$ cat src/rtl/e161_pkg.sv
// Shared constants, state encoding and helpers for the e161 response-capture path.
// Bit indices map FSM outputs y1..y17 onto the captured response vector.
package e161_pkg;

   localparam int W     = 17;
   localparam int LEN_W = 8;

   localparam int Y1_IDX  = 0;
   localparam int Y2_IDX  = 1;
   localparam int Y3_IDX  = 2;
   localparam int Y4_IDX  = 3;
   localparam int Y5_IDX  = 4;
   localparam int Y6_IDX  = 5;
   localparam int Y7_IDX  = 6;
   localparam int Y8_IDX  = 7;
   localparam int Y9_IDX  = 8;
   localparam int Y10_IDX = 9;
   localparam int Y11_IDX = 10;
   localparam int Y12_IDX = 11;
   localparam int Y13_IDX = 12;
   localparam int Y14_IDX = 13;
   localparam int Y15_IDX = 14;
   localparam int Y16_IDX = 15;
   localparam int Y17_IDX = 16;

   // x^17 + x^3 + 1; the x^17 term is implicit in the shift-out
   localparam logic [W-1:0] POLY_DEFAULT = 17'h00009;
   localparam logic [W-1:0] SEED_DEFAULT = 17'h00001;

   typedef enum logic [1:0] {
      ST_IDLE    = 2'd0,
      ST_ARM     = 2'd1,
      ST_CAPTURE = 2'd2,
      ST_DONE    = 2'd3
   } cap_state_t;

   function automatic logic [LEN_W-1:0] sat_inc(input logic [LEN_W-1:0] v);
      return (&v) ? v : v + 1'b1;
   endfunction

endpackage

$ cat src/rtl/e161_resp_misr_core.sv
// MISR signature register: GF(2) shift with polynomial feedback, XORed with the
// incoming response vector. Load restores the seed; enable absorbs one sample.
module misr_core #(
   parameter int           W    = 17,
   parameter logic [W-1:0] POLY = W'(9),
   parameter logic [W-1:0] SEED = W'(1)
) (
   input  logic         clk,
   input  logic         rst,
   input  logic         load,
   input  logic         en,
   input  logic [W-1:0] data,
   output logic [W-1:0] sig
);

   logic [W-1:0] sig_reg;
   logic [W-1:0] sig_next;

   // The MSB leaves the register and is folded back through the tap mask.
   genvar gi;
   generate
      for (gi = 0; gi < W; gi++) begin : g_bit
         if (gi == 0) begin : g_lsb
            assign sig_next[gi] = (sig_reg[W-1] & POLY[gi]) ^ data[gi];
         end else begin : g_upper
            assign sig_next[gi] = sig_reg[gi-1] ^ (sig_reg[W-1] & POLY[gi]) ^ data[gi];
         end
      end
   endgenerate

   always_ff @(posedge clk or posedge rst) begin
      if (rst) begin
         sig_reg <= SEED;
      end else if (load) begin
         sig_reg <= SEED;
      end else if (en) begin
         sig_reg <= sig_next;
      end
   end

   assign sig = sig_reg;

endmodule

$ cat src/rtl/e161_resp_misr.sv
// Response-capture stage: windows the e161 FSM output vector into a MISR
// signature, with a sticky activity mask and saturating idle/terminal counters.
module e161_resp_misr
   import e161_pkg::*;
#(
   parameter logic [W-1:0] POLY = POLY_DEFAULT,
   parameter logic [W-1:0] SEED = SEED_DEFAULT
) (
   input  logic             clk,
   input  logic             rst,
   input  logic             start,
   input  logic [LEN_W-1:0] win_len,
   input  logic             abort,
   input  logic [W-1:0]     y_in,
   input  logic             y_valid,
   output logic             busy,
   output logic [W-1:0]     sig_out,
   output logic             sig_valid,
   output logic [W-1:0]     act_mask,
   output logic [LEN_W-1:0] idle_cnt,
   output logic [LEN_W-1:0] term_cnt
);

   cap_state_t       state_reg, state_next;
   logic [LEN_W-1:0] remaining_reg;
   logic [W-1:0]     mask_reg;
   logic [LEN_W-1:0] idle_cnt_reg;
   logic [LEN_W-1:0] term_cnt_reg;

   logic load;
   logic absorb;

   always_ff @(posedge clk or posedge rst) begin
      if (rst) begin
         state_reg <= ST_IDLE;
      end else begin
         state_reg <= state_next;
      end
   end

   // Abort outranks y_valid in CAPTURE, so a coincident final sample is dropped.
   always_comb begin
      state_next = state_reg;
      load       = 1'b0;
      absorb     = 1'b0;
      case (state_reg)
         ST_IDLE: begin
            if (start) begin
               load       = 1'b1;
               state_next = (win_len != '0) ? ST_CAPTURE : ST_DONE;
            end
         end
         ST_ARM: begin
            state_next = ST_IDLE;
         end
         ST_CAPTURE: begin
            if (abort) begin
               state_next = ST_IDLE;
            end else if (y_valid) begin
               absorb = 1'b1;
               if (remaining_reg <= LEN_W'(1)) begin
                  state_next = ST_DONE;
               end
            end
         end
         ST_DONE: begin
            state_next = ST_IDLE;
         end
         default: begin
            state_next = ST_IDLE;
         end
      endcase
   end

   always_ff @(posedge clk or posedge rst) begin
      if (rst) begin
         remaining_reg <= '0;
      end else if (load) begin
         remaining_reg <= win_len;
      end else if (absorb && remaining_reg != '0) begin
         remaining_reg <= remaining_reg - 1'b1;
      end
   end

   always_ff @(posedge clk or posedge rst) begin
      if (rst) begin
         mask_reg     <= '0;
         idle_cnt_reg <= '0;
         term_cnt_reg <= '0;
      end else if (load) begin
         mask_reg     <= '0;
         idle_cnt_reg <= '0;
         term_cnt_reg <= '0;
      end else if (absorb) begin
         mask_reg <= mask_reg | y_in;
         if (y_in == '0) begin
            idle_cnt_reg <= sat_inc(idle_cnt_reg);
         end
         if (y_in[Y17_IDX]) begin
            term_cnt_reg <= sat_inc(term_cnt_reg);
         end
      end
   end

   misr_core #(
      .W    (W),
      .POLY (POLY),
      .SEED (SEED)
   ) u_misr (
      .clk  (clk),
      .rst  (rst),
      .load (load),
      .en   (absorb),
      .data (y_in),
      .sig  (sig_out)
   );

   assign busy      = (state_reg == ST_CAPTURE) || (state_reg == ST_ARM);
   assign sig_valid = (state_reg == ST_DONE);
   assign act_mask  = mask_reg;
   assign idle_cnt  = idle_cnt_reg;
   assign term_cnt  = term_cnt_reg;

endmodule

$ cat config.mk
export PLATFORM = sky130hd
export DESIGN_NAME = e161_resp_misr
export DESIGN_NICKNAME = d
export VERILOG_FILES = /design/src/rtl/e161_pkg.sv /design/src/rtl/e161_resp_misr_core.sv /design/src/rtl/e161_resp_misr.sv
export SDC_FILE = /design/constraint.sdc
export NUM_CORES = 1
export LEC_CHECK = 0
export BUFFER_PORTS_ARGS = -buffer_cell sky130_fd_sc_hd__buf_4
export CAP_MARGIN = 25
export CORE_MARGIN = 4
export CORE_UTILIZATION = 35
export DETAILED_ROUTE_END_ITERATION = 6
export PLACE_DENSITY = 0.66
export SKIP_LAST_GASP = 1
export SYNTH_ARGS = -nofsm -noshare
export SYNTH_HDL_FRONTEND = slang
export SYNTH_SLANG_ARGS = --single-unit
$ cat constraint.sdc
create_clock -name clk -period 2.8 [get_ports clk]
set_input_delay 0.56 -clock clk [delete_from_list [all_inputs] [get_ports clk]]
set_output_delay 0.56 -clock clk [all_outputs]
set_load 0.01 [all_outputs]
* After elaboration in Yosys (flattened, before gate mapping) *
Index checks and enable logic that the tools add are counted.

storage, ports and cells
  bits in registers = 60
  input bits = 30
  word-level logic and storage cells = 78

cells by class
  add/subtract/negate cells = 3
  order comparisons = 1
  eq/ne operators = 8
  multiplexer cells = 25
  bitwise logic cells = 19
  reduce and logical (&&, ||, !) cells = 16

operators by type and width
  cell                                                             number
  two-way mux 8 bit                                                10
  two-way mux 17 bit                                               4
  XOR 1 bit                                                        18
  zero test 17 bit                                                 1
  bitwise OR 17 bit                                                1
  adder 8 x 1 -> 8 bit (second input constant)                     2
  AND reduction 8 bit                                              2
  nonzero test 8 bit                                               2
  AND reduction 3 bit                                              3
  less-or-equal comparator 8 x 1 -> 1 bit (second input constant)  1
  two-way mux 2 bit                                                4
  nonzero test 2 bit                                               4
  subtractor 8 x 1 -> 8 bit (second input constant)                1
  two-way mux 1 bit                                                6
  inequality test 2 bit (second input constant)                    3
  inequality test 3 bit (second input constant)                    2
  case mux 2 bit (3 select lines)                                  1
  == test 2 bit (second input constant)                            2
  == test 2 x 1 -> 1 bit (second input constant)                   1
  zero test 2 bit                                                  1
  OR reduction 2 bit                                               1
  logical AND 1 bit                                                1
  logical OR 1 bit                                                 1

* Longest topological paths before layout *
Gate-level depths: netlist (run 1).

  word-level depth = 6
  mapped depth = 8
  gate-level depth less buffers = 7

* Cells and area by module *
From an unflattened synthesis (run 1), not the netlist that was laid out.

unflattened totals
  cells, all modules = 317
  area, all modules = 3140.5 µm²

by module, submodules not included
  module          instances  cells each  area each (µm²)
  e161_resp_misr  1          241         2317.2
  misr_core       1          76          823.3

* Worst setup path before layout (run 1) *
No wires, ideal clock.

  path kind = input port to flip-flop
  from = input y_in[11]
  to = register idle_cnt_reg[5] (netlist: idle_cnt[5])
  arrival = 2.479 ns
  required time = 2.722 ns
  slack = 0.243 ns
  cell stages on the path = 6
  cells stage by stage = or4_1 or4_4 or3_1 buf_6 or3_1 a21oi_1

on the way
  cells in the longest elaborated chain, start to end = 3

ends and longest elaborated chain
  item                                  line                  source
  start, declared                       e161_resp_misr.sv:14  input logic [W-1:0] y_in,
  zero test 17 bit                      e161_resp_misr.sv:96  if (y_in == '0) begin
  nonzero test 2 bit (no source line)   --
  AND reduction 3 bit (no source line)  --
  end signal, assigned                  e161_resp_misr.sv:97  idle_cnt_reg <= sat_inc(idle_cnt_reg);
  end, declared                         e161_resp_misr.sv:27  logic [LEN_W-1:0] idle_cnt_reg;

No other way between the ends.
A chain may end at the register's enable or synchronous reset.

* Final worst setup path (run 1) *
  from = input y_in[11]
  to = register idle_cnt_reg[6] (netlist: idle_cnt[6])

Same word-level chain as after synthesis.

==> impl_metrics.py, run 1 <==
metrics = {
    "floorplan": {
        "core-area_um2": 8180,
        "dieArea_um2": 9870,
        "initial_utilization": 0.357,
        "rows": 33,
        "ios": 82,
        "fp.dieW_um": 99.3,
        "die_y_um": 99.3,
    },
    "grt": {
        "grt_usage": 0.155,
        "grt_pass1_wl_um": 12100,
        "grt_pass1_vias": 2498,
        "antenna_found_initial": 0,
        "grt_max_degree": 35,
        "grt_overflow": 0,
    },
    "route": {
        "drc": 0,
        "wl_met3_um": 351,
        "routed_wl_um": 7540,
        "wl_met1_um": 3440,
        "wl_met2_um": 3610,
        "via_per_inst": 5.05,
        "vias": 2505,
        "postRouteAntennaNets": 0,
        "detail_route.wl_per_cell_um": 15.2,
        "top_layer": "met4",
        "firstDrtPassIters": 4,
        "drt-initial-drc-count": 82,
    },
    "place": {
        "dp_cells": 480,
        "dp_hpwl_um": 5550,
        "gp_congestion": 0.809,
        "pre_cts_ws_ns": -0.0725,
        "portBuffers": 81,
        "dpl-instance-area_um2": 3680,
    },
    "critical_path": {
        "cp.arrival_ns": 2.78,
        "r2r-end": "idle_cnt[6]$_DFFE_PP0P_",
        "path_cells": "buf_4 -> or4_1 -> or4_4 -> or3_1 -> or4_1 -> a21oi_1",
        "crit-reg2reg-launch": "state_reg[0]$_DFFE_PP0P_",
        "crit_path_top_delay_cell": "or4_1",
        "cp.required_ns": 3.06,
        "crit_buf_inv": 1,
        "cpMostUsedCell": "or4_1",
        "cp-end-kind": "flop",
        "worstSetupStartpointType": "input port",
        "critPathKind": "input port to flop",
        "critPathTopFamily": "simple AND/OR/NAND/NOR gates",
        "regToRegSetupSlack_ns": 0.29,
        "cp_max_fo": 11,
        "rr_worst_depth": 7,
        "cp_slowest_stage_delay_ns": 0.56,
    },
    "layout": {
        "area_growth_pct": 31.6,
        "diodes": 0,
        "num-fill-cells": 774,
        "final_cells": 496,
        "drive_above_1_share": 0.269,
        "layout.cells.most_common_list": "86 x buf_4, 59 x dfrtp_1, 46 x nor2_1",
        "final_area_um2": 3840,
        "final_nets": 425,
        "final_common_cell": "buf_4",
    },
    "yosys": {
        "synthesis.nets": 340,
        "synth_cell_types": 35,
        "synth_warnings": 0,
        "synthCells": 301,
        "ys_ff_latch": 60,
        "avgSynthCellArea_um2": 9.70,
        "netlist_area_um2": 2920,
        "yosysSeqAreaShare": 0.515,
    },
    "clock_network": {
        "tritoncts": "built",
        "cts_hold_buf": 0,
        "cts_resized": 0,
        "clk_path_buf_depth": 2,
        "clkSinkCount": 60,
        "clkSlewWorstSetupHoldPaths_ns": 0.06,
        "clk_latency_ns": 0.33,
        "cts.htree.levels": 3,
        "root_buffer": "clkbuf_8",
        "cts_made_buffers": 9,
        "post_cts_buffers": 0,
    },
    "power_and_ir_drop": {
        "ir_worst_vdd_mv": 0.403,
        "p_total_w": 0.00343,
        "p_leak_nw": 1.77,
        "p_per_area_nw_per_um2": 892,
    },
    "run": {
        "drv_cap": 0,
    },
    "timing": {
        "tightest_slew_ns": 0.688,
        "period_needed_ns": 2.52,
        "whs_ns": 0.339,
        "fmax_ghz": 0.397,
        "fin_ws_ns": 0.281,
        "setup_viol": 0,
        "hold_viol": 0,
        "relSlewSlack": 0.541,
        "rsz0062_at_grt": "no",
        "finClkSkew_ns": 0.00714,
        "finalCritPeriodShare": 0.900,
        "finalMaxSlewViolations": 0,
    },
    "status": {
        "status": "finished clean",
    },
    "hold_path": {
        "hold_class": "input port to async pin",
    },
}
## where the power goes
part	switching [W]	internal [W]	total, W
logic	0.000715	0.000663	0.00138
clock network	0.000327	0.000344	0.000671
registers	0.000242	0.00114	0.00138
total	0.00128	0.00214	0.00343
## routing by layer
metal / global-route usage / vias to the layer above
met3: 0.0400 / 11
met2: 0.248 / 66
met4: 0.0662 / 0
li1: - / 1217
met1: 0.200 / 1211
met5: 0 / -
## worst max-delay path by stage
stage | end | slack (ns) | cells after the start | from
final | idle_cnt[6]$_DFFE_PP0P_ | 0.28 | 6 | y_in[11]
after global routing | idle_cnt[6]$_DFFE_PP0P_ | 0.17 | 7 | state_reg[0]$_DFFE_PP0P_
after CTS | idle_cnt[6]$_DFFE_PP0P_ | 0.28 | 6 | y_in[11]
after detailed placement | idle_cnt[6]$_DFFE_PP0P_ | -0.07 | 6 | y_in[11]
after global placement | idle_cnt[6]$_DFFE_PP0P_ | -0.08 | 6 | y_in[11]
after floorplan | idle_cnt[5]$_DFFE_PP0P_ | 0.24 | 6 | y_in[11]
## worst register-to-register path: stages (launching register included)
cell and delay, ns:
dfrtp_1 0.38, inv_1 0.12, ha_1 0.20, nand2b_1 0.14, or4_4 0.52, or3_1 0.51, or4_1 0.43, a21oi_1 0.15
## synth_stat cells
master    instances  share of area
mux2i_1           4          0.014
nor3_1            9          0.015
inv_1             8          0.010
xnor2_1          26          0.078
dfrtp_1          59           0.51
o211a_1           1         0.0034
o211ai_1          3         0.0077
nand4_1           2         0.0043
a21o_1            1         0.0026
xor2_1            4          0.012
or4_4             1         0.0039
nand3_1          10          0.017
nand3b_1          1         0.0026
and2_1            1         0.0021
clkbuf_1         13          0.017
nor2b_1           1         0.0021
nor2_1           46          0.059
nor4_1            5          0.011
o21ai_0          10          0.017
and3b_1           1         0.0030
ha_1              9          0.039
a311oi_1          1         0.0030
dfstp_2           1         0.0090
or4_1             2         0.0051
nor4b_1           2         0.0060
nand2_1          20          0.026
and3_1            1         0.0021
nand4b_1          1         0.0030
a21oi_1          30          0.051
a211oi_1         15          0.039
buf_6             1         0.0039
or3_1             7          0.015
a31oi_1           3         0.0064
o31ai_1           1         0.0026
nand2b_1          1         0.0021
## final cells by class
class	instances	area (um2)	area share
Multi-Input combinational cell	219	1330	0.346
Inverter	8	30.0	0.00782
Clock buffer	14	153	0.0397
Clock inverter	2	10.0	0.00261
Timing Repair Buffer	88	686	0.178
Sequential cell	60	1500	0.391
Tap cell	105	131	0.0342
## cell families (layout without fill, tap and decap cells)
group / after synthesis / in the layout / share of synthesized area
adder cells (fa/ha/maj): 9 / 9 / 0.0386
AO/OA/AOI/OAI: 65 / 65 / 0.133
multiplexers: 4 / 4 / 0.0137
buffers and inverters: 22 / 112 / 0.0308
AND/OR/NAND/NOR: 111 / 111 / 0.180
XOR/XNOR: 30 / 30 / 0.0900
flip-flops: 60 / 60 / 0.515
## through the flow
stage          utilization  TNS (ns)
6_report             0.470         0
5_1_grt              0.470         0
4_1_cts              0.470         0
3_5_place_dp         0.450    -0.102
3_3_place_gp         0.450   -0.0977
2_1_floorplan            -         0
Note: power is estimated with default switching activity, not from simulation.
==> inputs of run 2 (changes only) <==
Settings changed: BUFFER_PORTS_ARGS -buffer_cell sky130_fd_sc_hd__buf_4 to -buffer_cell sky130_fd_sc_hd__buf_2, CORE_UTILIZATION 35 to 47, PLACE_DENSITY 0.66 to 0.82, SKIP_CTS_REPAIR_TIMING from default to 1.
==> impl_metrics.py, run 2 (synthesis gave the netlist of run 1 again) <==
metrics = {
    "status": {
        "status": "finished clean",
    },
    "grt": {
        "grt_usage": 0.200,
        "grt_pass1_wl_um": 11800,
        "antenna_found_initial": 0,
        "grt_overflow": 0,
        "grt_max_degree": 35,
        "grt_pass1_vias": 2445,
    },
    "place": {
        "dp_hpwl_um": 5150,
        "dpl-instance-area_um2": 3430,
        "dp_cells": 450,
        "portBuffers": 81,
        "gp_congestion": 0.864,
    },
    "route": {
        "drt-initial-drc-count": 127,
        "via_per_inst": 5.42,
        "routed_wl_um": 7110,
        "detail_route.wl_per_cell_um": 15.3,
        "firstDrtPassIters": 4,
        "vias": 2528,
        "drc": 0,
        "postRouteAntennaNets": 0,
    },
    "critical_path": {
        "crit_path_top_delay_cell": "or4_4",
        "cp-end-kind": "flop",
        "path_cells": "inv_1 -> ha_1 -> nand2b_1 -> or4_4 -> or3_1 -> or4_1 -> a21oi_1",
        "cp.required_ns": 3.05,
        "critPathKind": "flop to flop",
        "crit_buf_inv": 1,
        "worstSetupStartpointType": "flop",
        "cp_max_fo": 9,
        "critPathTopFamily": "simple AND/OR/NAND/NOR gates",
        "cp_slowest_stage_delay_ns": 0.53,
        "cp.arrival_ns": 2.81,
    },
    "timing": {
        "finClkSkew_ns": 0.00694,
        "setup_viol": 0,
        "finalMaxSlewViolations": 0,
        "fmax_ghz": 0.391,
        "tightest_slew_ns": 0.658,
        "period_needed_ns": 2.56,
        "whs_ns": 0.304,
        "finalCritPeriodShare": 0.913,
        "rsz0062_at_grt": "no",
        "relSlewSlack": 0.559,
        "hold_viol": 0,
    },
    "power_and_ir_drop": {
        "ir_worst_vdd_mv": 0.497,
        "p_leak_nw": 1.76,
        "p_per_area_nw_per_um2": 938,
    },
    "layout": {
        "final_cells": 466,
        "area_growth_pct": 24.6,
        "drive_above_1_share": 0.276,
        "final_nets": 425,
        "final_common_cell": "buf_2",
        "diodes": 0,
        "num-fill-cells": 497,
        "layout.cells.most_common_list": "81 x buf_2, 59 x dfrtp_1, 46 x nor2_1",
        "final_area_um2": 3640,
    },
    "clock_network": {
        "clkSlewWorstSetupHoldPaths_ns": 0.06,
        "clkSinkCount": 60,
        "clk_path_buf_depth": 2,
        "root_buffer": "clkbuf_8",
        "cts_made_buffers": 9,
        "cts.htree.levels": 3,
        "tritoncts": "built",
        "clk_latency_ns": 0.33,
    },
    "floorplan": {
        "ios": 82,
        "fp.dieW_um": 86.8,
        "die_y_um": 86.8,
        "rows": 28,
        "initial_utilization": 0.487,
        "core-area_um2": 5990,
        "dieArea_um2": 7540,
    },
    "hold_path": {
        "hold_class": "input port to async pin",
    },
    "run": {
        "drv_cap": 0,
    },
}
-- run 2: cell count changes in the layout (fill, tap and decap cells not counted) --
cell,delta
buf_2,+81
buf_4,-80
clkbuf_1,-3
clkbuf_8,+2
buf_12,-1
bufinv_16,+1
clkinv_2,-1
clkinv_4,+1
-- run 2: worst paths after layout --
check                                    startpoint                           end  slack (ns)  depth (start not counted)
max                        state_reg[0]$_DFFE_PP0P_       idle_cnt[6]$_DFFE_PP0P_        0.24                          7
min                                             rst       idle_cnt[4]$_DFFE_PP0P_        0.30                          2
max reg2reg                state_reg[0]$_DFFE_PP0P_       idle_cnt[6]$_DFFE_PP0P_        0.24                          7
min reg2reg                act_mask[14]$_DFFE_PP0P_      act_mask[14]$_DFFE_PP0P_        0.49                          2
max in group asynchronous                       rst     u_misr.sig[0]$_DFFE_PP1P_        1.83                          3
min in group clk                         win_len[1]  remaining_reg[1]$_DFFE_PP0P_        0.44                          3
-- run 2: per-layer routing --
| metal | global-route usage | wire length [um] |
|---|---|---|
| met1 | 0.261 | 3050 |
| met2 | 0.303 | 3350 |
| met3 | 0.0760 | 569 |
| met4 | 0.0722 | 141 |
| met5 | 0 | 0 |
-- run 2: where the power goes --
part | leakage (nW) | switching, W | internal [W]
combinational | 0.863 | 0.000704 | 0.000530
clock | 0.110 | 0.000335 | 0.000485
sequential | 0.785 | 0.000228 | 0.00113
total | 1.76 | 0.00127 | 0.00215
-- run 2: worst reg2reg max path, cell delays in order, from the launching register on --
cell	delay (ns)
dfrtp_1	0.38
inv_1	0.12
ha_1	0.20
nand2b_1	0.14
or4_4	0.53
or3_1	0.50
or4_1	0.46
a21oi_1	0.15
-- run 2: per-stage QoR --
step | total power (W) | util | worst slack [ns] | setup TNS (ns)
floorplan | 0.00218 | - | 0.243 | 0
global route | 0.00368 | 0.608 | 0.136 | 0
detailed placement | 0.00262 | 0.572 | -0.0152 | -0.0152
global placement | 0.00257 | 0.572 | -0.00320 | -0.00320
CTS | 0.00345 | 0.608 | 0.250 | 0
finish | 0.00342 | 0.608 | 0.242 | 0
-- run 2: area by class of cell --
class                      instances  area, um2  area share
sequential                        60       1500       0.413
multi-input combinational        219       1330       0.365
timing repair buffer              88        470       0.129
clock buffer                      13        169      0.0464
tap                               75       93.8      0.0258
clock inverter                     3       43.8      0.0120
inverter                           8       30.0     0.00825
